<file path="config.mk">
export PLATFORM = sky130hd
export DESIGN_NAME = game_engine_flat
export DESIGN_NICKNAME = d
export VERILOG_FILES = /design/src/rtl/game_engine_if.sv /design/src/rtl/game_engine.sv /design/src/flat_wrapper.sv
export SDC_FILE = /design/constraint.sdc
export NUM_CORES = 1
export LEC_CHECK = 0
export ABC_AREA = 1
export CORE_ASPECT_RATIO = 1.25
export CORE_UTILIZATION = 55
export CTS_BUF_LIST = sky130_fd_sc_hd__clkbuf_8
export DETAILED_ROUTE_END_ITERATION = 16
export DONT_BUFFER_PORTS = 1
export PLACE_DENSITY = 0.75
export REMOVE_ABC_BUFFERS = 1
export SLEW_MARGIN = 0
export SYNTH_ARGS = -nofsm -noshare
export SYNTH_HDL_FRONTEND = slang
export SYNTH_SLANG_ARGS = --single-unit
</file>
<file path="constraint.sdc">
create_clock -name clk -period 2 [get_ports clk]
set_input_delay 0.2 -clock clk [delete_from_list [all_inputs] [get_ports clk]]
set_output_delay 0.2 -clock clk [all_outputs]
set_load 0.01 [all_outputs]
</file>
<file path="src/rtl/game_engine_if.sv">
// Move-offer channel into game_engine: one board position per valid/ready handshake.
// No latency of its own; master holds move_valid/move_row/move_col until the slave raises move_ready.
// Backpressure: move_ready low means the offer is not taken.
interface game_engine_if #(
    parameter int CW = 2
);
    logic          move_valid;
    logic [CW-1:0] move_row;
    logic [CW-1:0] move_col;
    logic          move_ready;

    modport master (output move_valid, move_row, move_col, input  move_ready);
    modport slave  (input  move_valid, move_row, move_col, output move_ready);
endinterface

</file>
<file path="src/rtl/game_engine.sv">
// N x N, K-in-a-row game engine: owns the board, alternates X/O, rejects illegal moves, reports win/draw.
// Latency: tile written on the accept edge, win/draw/turn result one edge later (max one move per 2 cycles).
// Backpressure: move_ready low during CHECK and OVER; offers are ignored then.
module game_engine #(
    parameter int N  = 3,
    parameter int K  = 3,
    parameter int CW = (N > 1) ? $clog2(N) : 1
) (
    input  logic              clk,
    input  logic              reset,
    input  logic              new_game,
    game_engine_if.slave      mv,
    output logic              move_err,
    output logic              turn,
    output logic [2*N*N-1:0]  tiles,
    output logic              game_over,
    output logic [1:0]        winner,
    output logic [N*N-1:0]    color
);
    localparam int NT = N * N;
    localparam int MW = $clog2(NT + 1);

    typedef enum logic [1:0] {PLAY, CHECK, OVER} state_t;

    state_t        state;
    logic [MW-1:0] move_cnt;
    logic [1:0]    mark;
    logic [NT-1:0] sel_hot;
    logic [NT-1:0] own_mask;
    logic [NT-1:0] win_mask;
    logic          legal;

    // Mask of the K-long window starting at (r0,c0) in direction (dr,dc) if every cell
    // belongs to the current mark; zero if the window leaves the board or is incomplete.
    function automatic logic [NT-1:0] full_line(logic [NT-1:0] own, int r0, int c0, int dr, int dc);
        logic [NT-1:0] m;
        int r1;
        int c1;
        m  = '0;
        r1 = r0 + (K - 1) * dr;
        c1 = c0 + (K - 1) * dc;
        if (r1 < 0 || r1 >= N || c1 < 0 || c1 >= N)
            return '0;
        for (int j = 0; j < K; j++)
            m[(r0 + j * dr) * N + (c0 + j * dc)] = 1'b1;
        return ((own & m) == m) ? m : '0;
    endfunction

    // An out-of-range row/col matches no cell, so legal covers both bounds and occupancy.
    always_comb begin
        mark     = turn ? 2'b10 : 2'b01;
        legal    = 1'b0;
        sel_hot  = '0;
        own_mask = '0;
        for (int r = 0; r < N; r++) begin
            for (int c = 0; c < N; c++) begin
                sel_hot[r*N+c]  = (mv.move_row == CW'(r)) && (mv.move_col == CW'(c));
                own_mask[r*N+c] = (tiles[2*(r*N+c) +: 2] == mark);
                if (sel_hot[r*N+c] && tiles[2*(r*N+c) +: 2] == 2'b00)
                    legal = 1'b1;
            end
        end
    end

    always_comb begin
        win_mask = '0;
        for (int r = 0; r < N; r++) begin
            for (int c = 0; c < N; c++) begin
                win_mask = win_mask
                         | full_line(own_mask, r, c, 0, 1)
                         | full_line(own_mask, r, c, 1, 0)
                         | full_line(own_mask, r, c, 1, 1)
                         | full_line(own_mask, r, c, 1, -1);
            end
        end
    end

    always_ff @(posedge clk or negedge reset) begin
        if (!reset) begin
            state         <= PLAY;
            mv.move_ready <= 1'b0;
            tiles         <= '0;
            turn          <= 1'b0;
            move_cnt      <= '0;
            move_err      <= 1'b0;
            game_over     <= 1'b0;
            winner        <= 2'b00;
            color         <= '0;
        end else if (new_game) begin
            state         <= PLAY;
            mv.move_ready <= 1'b1;
            tiles         <= '0;
            turn          <= 1'b0;
            move_cnt      <= '0;
            move_err      <= 1'b0;
            game_over     <= 1'b0;
            winner        <= 2'b00;
            color         <= '0;
        end else begin
            move_err <= 1'b0;
            case (state)
                PLAY: begin
                    if (mv.move_valid && mv.move_ready) begin
                        if (legal) begin
                            for (int i = 0; i < NT; i++)
                                if (sel_hot[i]) tiles[2*i +: 2] <= mark;
                            move_cnt      <= move_cnt + MW'(1);
                            mv.move_ready <= 1'b0;
                            state         <= CHECK;
                        end else begin
                            move_err <= 1'b1;
                        end
                    end else begin
                        // First edge after reset release raises ready here.
                        mv.move_ready <= 1'b1;
                    end
                end
                CHECK: begin
                    if (|win_mask) begin
                        winner    <= mark;
                        color     <= win_mask;
                        game_over <= 1'b1;
                        state     <= OVER;
                    end else if (move_cnt == MW'(NT)) begin
                        winner    <= 2'b11;
                        color     <= '0;
                        game_over <= 1'b1;
                        state     <= OVER;
                    end else begin
                        turn          <= ~turn;
                        mv.move_ready <= 1'b1;
                        state         <= PLAY;
                    end
                end
                OVER: begin
                end
                default: state <= PLAY;
            endcase
        end
    end
endmodule

</file>
<file path="src/flat_wrapper.sv">
// flat-port wrapper written by rule: the top's interface ports become plain ports
module game_engine_flat 
#(
    parameter int N  = 3,
    parameter int K  = 3,
    parameter int CW = (N > 1) ? $clog2(N) : 1
)
  (clk, reset, new_game, move_err, turn, tiles, game_over, winner, color, mv_move_valid, mv_move_row, mv_move_col, mv_move_ready);
  game_engine_if #(.CW(CW)) mv_i ();
  input  logic clk;
  input  logic reset;
  input  logic new_game;
  output logic move_err;
  output logic turn;
  output logic [2*N*N-1:0] tiles;
  output logic game_over;
  output logic [1:0] winner;
  output logic [N*N-1:0] color;
  input wire logic [$bits(mv_i.move_valid)-1:0] mv_move_valid;
  input wire logic [$bits(mv_i.move_row)-1:0] mv_move_row;
  input wire logic [$bits(mv_i.move_col)-1:0] mv_move_col;
  output wire logic [$bits(mv_i.move_ready)-1:0] mv_move_ready;
  assign mv_i.move_valid = mv_move_valid;
  assign mv_i.move_row = mv_move_row;
  assign mv_i.move_col = mv_move_col;
  assign mv_move_ready = mv_i.move_ready;
  game_engine #(.N(N), .K(K), .CW(CW)) u_core (.clk(clk), .reset(reset), .new_game(new_game), .mv(mv_i), .move_err(move_err), .turn(turn), .tiles(tiles), .game_over(game_over), .winner(winner), .color(color));
endmodule
</file>
==> flow_metrics.env, run 1 <==
export IMPL_pwr_share_seq_pct=42.3
export IMPL_path_cells="buf_4, nand2_1, nand2_1, nor2_2, nand3_1, nand3_2, nor2_4, nand2_1, nand2_2, nand3_1, nand2_1"
export IMPL_ys_seq_area_share_pct=43.2
export IMPL_internal_power_mw=1.74
export IMPL_layout_common_cells="nand2_1, nor2_1, dfrtp_1"
export IMPL_holdWs_ps=74.2
export IMPL_synthCells=322
export IMPL_relSlewSlack_pct=66.3
export IMPL_dieArea_um2=4370
export IMPL_fin_ws_ps=157
export IMPL_worstSetupStartpointType="flip-flop"
export IMPL_tns_ps=0
export IMPL_drt_wl_total_mm=5.07
export IMPL_r2r_setup_slack_ps=160
export IMPL_syn2layout_area_growth_pct=8.31
export IMPL_numCtsBuffers=5
export IMPL_antenna_found_initial=0
export IMPL_ios=41
export IMPL_p_leak_nw=1.29
export IMPL_gp_congestion=0.975
export IMPL_cts_tree="built"
export IMPL_drv_cap=0
export IMPL_grt_ovfl_total=0
export IMPL_switchingPower_mw=1.49
export IMPL_via_per_inst=5.25
export IMPL_grt_pass1_wl_mm=8.05
export IMPL_fill_cells=379
export IMPL_power_frac_clock_pct=16.2
export IMPL_first_iter_violations=96
export IMPL_clk_latency_ps=290
export IMPL_ir_drop_uv=704
export IMPL_dpl_worst_slack_ps=135
export IMPL_rows=25
export IMPL_layout_drive_gt1_share_pct=9.39
export IMPL_fin_crit_ps=1840
export IMPL_path_common_cell="nand2_1"
export IMPL_grt_usage_pct=25.1
export IMPL_post_route_period_util_pct=92.2
export IMPL_post_drt_wl_per_cell_um=13.2
export IMPL_synth_enable_flop_cells=0
export IMPL_min_path_type="in2reg"
export IMPL_h_tree_depth=2
export IMPL_clkTransAtPathRegs_ps=70
export IMPL_final_hold_viol_count=0
export IMPL_comb_power_share_pct=41.5
export IMPL_cts_sinks=39
export IMPL_fin_skew_ps=3.35
export IMPL_initial_utilization_pct=58.7
export IMPL_worstSetupEndpointType="flip-flop"
export IMPL_diodes=0
export IMPL_nets=340
export IMPL_arrival_ps=2030
export IMPL_io_buffers=0
export IMPL_post_place_cells=372
export IMPL_worst_pin_slew_ps=504
export IMPL_vias=2016
export IMPL_crit_buf_inv=1
export IMPL_dr_pass1_iters=4
export IMPL_setup_violations=0
export IMPL_cpLargestDelayFamily="simple AND/OR/NAND/NOR gates"
export IMPL_stdcell_count=384
export IMPL_power_density_nw_per_um2=1320
export IMPL_cp_max_fo=14
export IMPL_synth_async_reset_ratio_pct=100
export IMPL_cts_root_buf="clkbuf_8"
export IMPL_slew_viol_final=0
export IMPL_synthDistinctLibCells=23
export IMPL_core_um2=3850
export IMPL_final_common_cell="nand2_1"
export IMPL_outcome="completed"
export IMPL_ys_ff_latch=39
export IMPL_cp_required_ps=2180
export IMPL_critPathMaxStageDelay_ps=440
export IMPL_remaining_drc_errors=0
export IMPL_syn_avg_cell_area_um2=7.01
export IMPL_clockBufferDepth=2
export IMPL_synthFlopType="dfrtp_1"
export IMPL_die_w_um=59.3
export IMPL_synth_area_um2=2260
export IMPL_dp_hpwl_mm=3.62
export IMPL_antenna_left=0
export IMPL_yosysWarnings=0
export IMPL_p_sw_share_pct=46.1
export IMPL_grt_pass1_vias=1827
export IMPL_criticalPathCategory="reg2reg"
export IMPL_max_freq_ghz=0.543
export IMPL_grt_max_degree=40
export IMPL_fp_dieH_um=73.6
export IMPL_slowest_stage="dfrtp_2"
[per-stage QoR]
step / utilization (%) / cell area, um^2 / power (mW)
after global routing: 63.5 / 2440 / 3.52
after detailed placement: 59.3 / 2280 / 2.62
after floorplan: - / 2200 / 2.32
final: 63.5 / 2440 / 3.22
after CTS: 62.6 / 2410 / 3.18
after global placement: 59.3 / 2280 / 2.59
[sequential cells by signal, indices dropped and copies added, names as in the netlist]
| signal | cells |
|---|---|
| u_core.winner | 2 |
| u_core.tiles | 18 |
| u_core.mv.move_ready | 1 |
| u_core.turn | 1 |
| u_core.move_cnt | 4 |
| u_core.color | 9 |
| u_core.state | 2 |
| u_core.move_err | 1 |
| u_core.game_over | 1 |
[routing by layer]
layer / routed length, um / vias up / part of all wire [%] / track usage [%]
li1: - / 1029 / - / -
met1: 2180 / 903 / 43 / 30.1
met2: 2440 / 73 / 48 / 41.3
met3: 344 / 11 / 6.8 / 6.51
met4: 112 / 0 / 2.2 / 11.9
met5: 0 / - / 0 / 0
[Yosys cell counts (3+ instances only)]
cell type,n,area share (%)
nor2_4,3,1.5
nand4_1,4,1.1
nand3_1,23,5.1
buf_6,3,1.5
nand3_2,3,1.3
nand2_1,119,20
nor2_1,39,6.5
inv_1,34,5.7
dfrtp_1,39,43
a21oi_1,5,1.1
o21ai_1,4,0.89
o21ai_0,30,6.7
and3_1,3,0.83
[logic make-up (layout without fill, tap and decap cells)]
group | after synthesis | in the layout | synth area share, %
mux | 1 | 1 | 0.443
buf+inv | 41 | 49 | 8.70
flops | 39 | 39 | 43.2
compound gates | 40 | 40 | 8.92
simple gates | 199 | 199 | 37.6
fa+ha+maj | 2 | 2 | 1.11
[path summary, 6_finish.rpt]
path                                             start                               end  depth (start not counted)
min in group asynchronous                        reset      u_core.tiles[14]$_DFFE_PN0P_                          2
hold reg to reg            u_core.state[0]$_DFFE_PN0P_       u_core.state[1]$_DFFE_PN0P_                          1
hold / removal                           mv_move_valid         u_core.move_err$_DFF_PN0_                          2
setup reg to reg               u_core.turn$_DFFE_PN0P_  u_core.mv.move_ready$_DFFE_PN0P_                         11
setup / recovery               u_core.turn$_DFFE_PN0P_  u_core.mv.move_ready$_DFFE_PN0P_                         11
max in group asynchronous                        reset           u_core.turn$_DFFE_PN0P_                          2
[power groups by stage]
| stage | registers (mW) | clock network, mW | logic (mW) |
|---|---|---|---|
| floorplan | 1.32 | 0 | 0.993 |
| CTS | 1.36 | 0.540 | 1.28 |
| detailed placement | 1.37 | 0 | 1.25 |
| finish | 1.36 | 0.522 | 1.34 |
| global placement | 1.37 | 0 | 1.23 |
| global route | 1.40 | 0.573 | 1.54 |
[worst reg2reg max path: cells and delay by family, from the launching register on]
family,cells,cell delay (ps)
flops,1,440
buf+inv,1,190
simple gates,10,1110
[repair_timing]
| item | 4_1_cts | 5_1_grt |
|---|---|---|
| endpoints found under the hold margin | 40 | 0 |
| buffers inserted | 0 | 1 |
| gates resized for setup | 0 | 11 |
| endpoints found under the setup margin | 0 | 13 |
| hold buffers | 3 | 0 |
[layout make-up]
| type | instances | area (um^2) | share of cell area, % |
|---|---|---|---|
| clock inverter | 1 | 5.00 | 0.205 |
| timing repair inverter | 1 | 7.51 | 0.307 |
| sequential | 39 | 978 | 40.0 |
| multi-input combinational | 242 | 1100 | 45.0 |
| timing repair buffer | 6 | 62.6 | 2.56 |
| clock buffer | 6 | 82.6 | 3.38 |
| inverter | 35 | 140 | 5.73 |
| tap | 54 | 67.6 | 2.76 |
Note: power is estimated with default switching activity, not from simulation.
==> run 2: changes to the inputs <==
- PLACE_DENSITY: 0.75 -> 0.7
==> run 2 against run 1 <==
Compared with the run above: largest cell class unchanged; worst setup slack lost 13 ps; clock power shrank 7.5%; first-iteration DRC count shrank 11%; non-clock buffer count grew 7; final area grew 1.6%; die area is the same; clock skew grew 2.0 ps; power grew 1.4%; clock-buffer cell count shrank 1; critical path type unchanged.
==> flow_metrics.env, run 2 (same netlist as run 1, synthesis figures left out) <==
export IMPL_worstSetupStartpointType="flip-flop"
export IMPL_clkTransAtPathRegs_ps=70
export IMPL_io_buffers=0
export IMPL_min_path_type="in2reg"
export IMPL_min_from="mv_move_valid"
export IMPL_setup_violations=0
export IMPL_layout_common_cells="nand2_1, dfrtp_1, nor2_1"
export IMPL_antenna_left=0
export IMPL_reg_largest_list="u_core.tiles x18, u_core.color x9, u_core.move_cnt x4"
export IMPL_vias=2059
export IMPL_final_hold_viol_count=0
export IMPL_worst_pin_slew_ps=573
export IMPL_antenna_found_initial=0
export IMPL_regMostFlops="u_core.tiles"
export IMPL_outcome="completed"
export IMPL_grt_ovfl_total=0
export IMPL_first_iter_violations=85
export IMPL_clk_latency_ps=290
export IMPL_fin_skew_ps=5.36
export IMPL_holdWs_ps=76.8
export IMPL_post_route_period_util_pct=92.8
export IMPL_grt_max_degree=40
export IMPL_dr_pass1_iters=5
export IMPL_clockBufferDepth=2
export IMPL_layout_drive_gt1_share_pct=10.7
export IMPL_fin_crit_ps=1860
export IMPL_rsz0062_at_grt="no"
export IMPL_largest_reg_flops=18
export IMPL_post_drt_wl_per_cell_um=13.6
export IMPL_slew_viol_final=0
export IMPL_startpoint="u_core.tiles[5]$_DFFE_PN0P_"
export IMPL_criticalPathCategory="reg2reg"
export IMPL_timing_rr_start="u_core.tiles[5]$_DFFE_PN0P_"
export IMPL_cts_sinks=39
export IMPL_cts_tree="built"
export IMPL_dieArea_um2=4370
export IMPL_numCtsBuffers=5
export IMPL_ir_drop_uv=972
export IMPL_arrival_ps=2070
export IMPL_worstSetupEndpointType="flip-flop"
export IMPL_p_leak_nw=1.32
export IMPL_gp_congestion=0.880
export IMPL_grt_usage_pct=26.0
export IMPL_cts_root_buf="clkbuf_8"
export IMPL_die_w_um=59.3
export IMPL_diodes=0
export IMPL_cp_required_ps=2210
export IMPL_core_um2=3850
export IMPL_power_density_nw_per_um2=1320
export IMPL_drv_cap=0
export IMPL_remaining_drc_errors=0
export IMPL_drt_wl_total_mm=5.31
export IMPL_dp_hpwl_mm=3.83
export IMPL_grt_pass1_wl_mm=8.42
export IMPL_relSlewSlack_pct=61.7
export IMPL_place_area_um2=2320
export IMPL_ios=41
export IMPL_final_common_cell="nand2_1"
export IMPL_max_freq_ghz=0.539
export IMPL_rows=25
export IMPL_grt_pass1_vias=1905
export IMPL_nets=347
export IMPL_initial_utilization_pct=58.7
export IMPL_syn2layout_area_growth_pct=10.1
export IMPL_design_area_um2=2480
export IMPL_tns_ps=0
export IMPL_cp_max_fo=5
export IMPL_via_per_inst=5.28
export IMPL_h_tree_depth=2
export IMPL_fp_dieH_um=73.6
run 2: changes by cell type in the layout (fill, tap and decap cells not counted), sizes merged:
cell	previous run	this run
inv	34	35
clkbuf	6	5
clkinv	1	0
buf	4	11
run 2: through the flow:
step                      std cells  setup slack, ps  power [mW]  util, %
after floorplan                 316             89.0        2.32        -
after global placement          378              137        2.67     60.4
after detailed placement        378             69.7        2.70     60.4
after CTS                       387             60.6        3.20     63.3
after global routing            390             25.6        3.55     64.6
final                           390              144        3.27     64.6
run 2: power by group:
group,internal (mW),leakage (nW),total (mW),switching (mW)
Combinational,0.526,0.759,1.47,0.947
Sequential,1.01,0.519,1.31,0.306
Clock,0.227,0.0413,0.483,0.256
Total,1.76,1.32,3.27,1.51
run 2: area by class of cell:
| type | count | area, um^2 |
|---|---|---|
| fill | 373 | 1360 |
| sequential | 39 | 977 |
| tap | 54 | 67.6 |
| timing repair inverter | 1 | 7.51 |
| inverter | 35 | 140 |
| clock buffer | 5 | 68.8 |
| timing repair buffer | 13 | 119 |
| clock inverter | 1 | 3.75 |
| multi-input combinational | 242 | 1100 |
run 2: timing repair:
item / CTS / global route
setup endpoints to repair: 0 / 23
gates resized for setup: 0 / 14
buffers inserted: 0 / 2
hold endpoints to repair: 40 / 0
hold buffers: 3 / 0
run 2: path summary, 6_finish.rpt:
kind	end	slack, ps	depth (start not counted)
hold / removal	u_core.move_err$_DFF_PN0_	80	2
min in group asynchronous	u_core.winner[1]$_DFFE_PN0P_	390	2
setup / recovery	u_core.move_cnt[2]$_DFFE_PN0P_	140	11
setup reg to reg	u_core.move_cnt[2]$_DFFE_PN0P_	140	11
max in group asynchronous	u_core.turn$_DFFE_PN0P_	1410	2
hold reg to reg	u_core.state[1]$_DFFE_PN0P_	490	1
run 2: per-layer routing:
layer | up-vias | wire (um) | global-route usage [%]
met2 | 58 | 2620 | 42.8
met1 | 951 | 2300 | 33.3
li1 | 1043 | - | -
met5 | - | 0 | 0
met3 | 7 | 315 | 4.93
met4 | 0 | 83 | 10.3
run 2: critical path, cell delays in order, from the launching register on:
cell and delay [ps]:
dfrtp_1 440, inv_1 80, nand4_1 130, nand3_1 90, nor2_2 190, nand2_1 100, nand2_2 170, clkinvlp_4 180
buf_4 170, nand3_1 60, nand2_1 50, a21oi_1 120
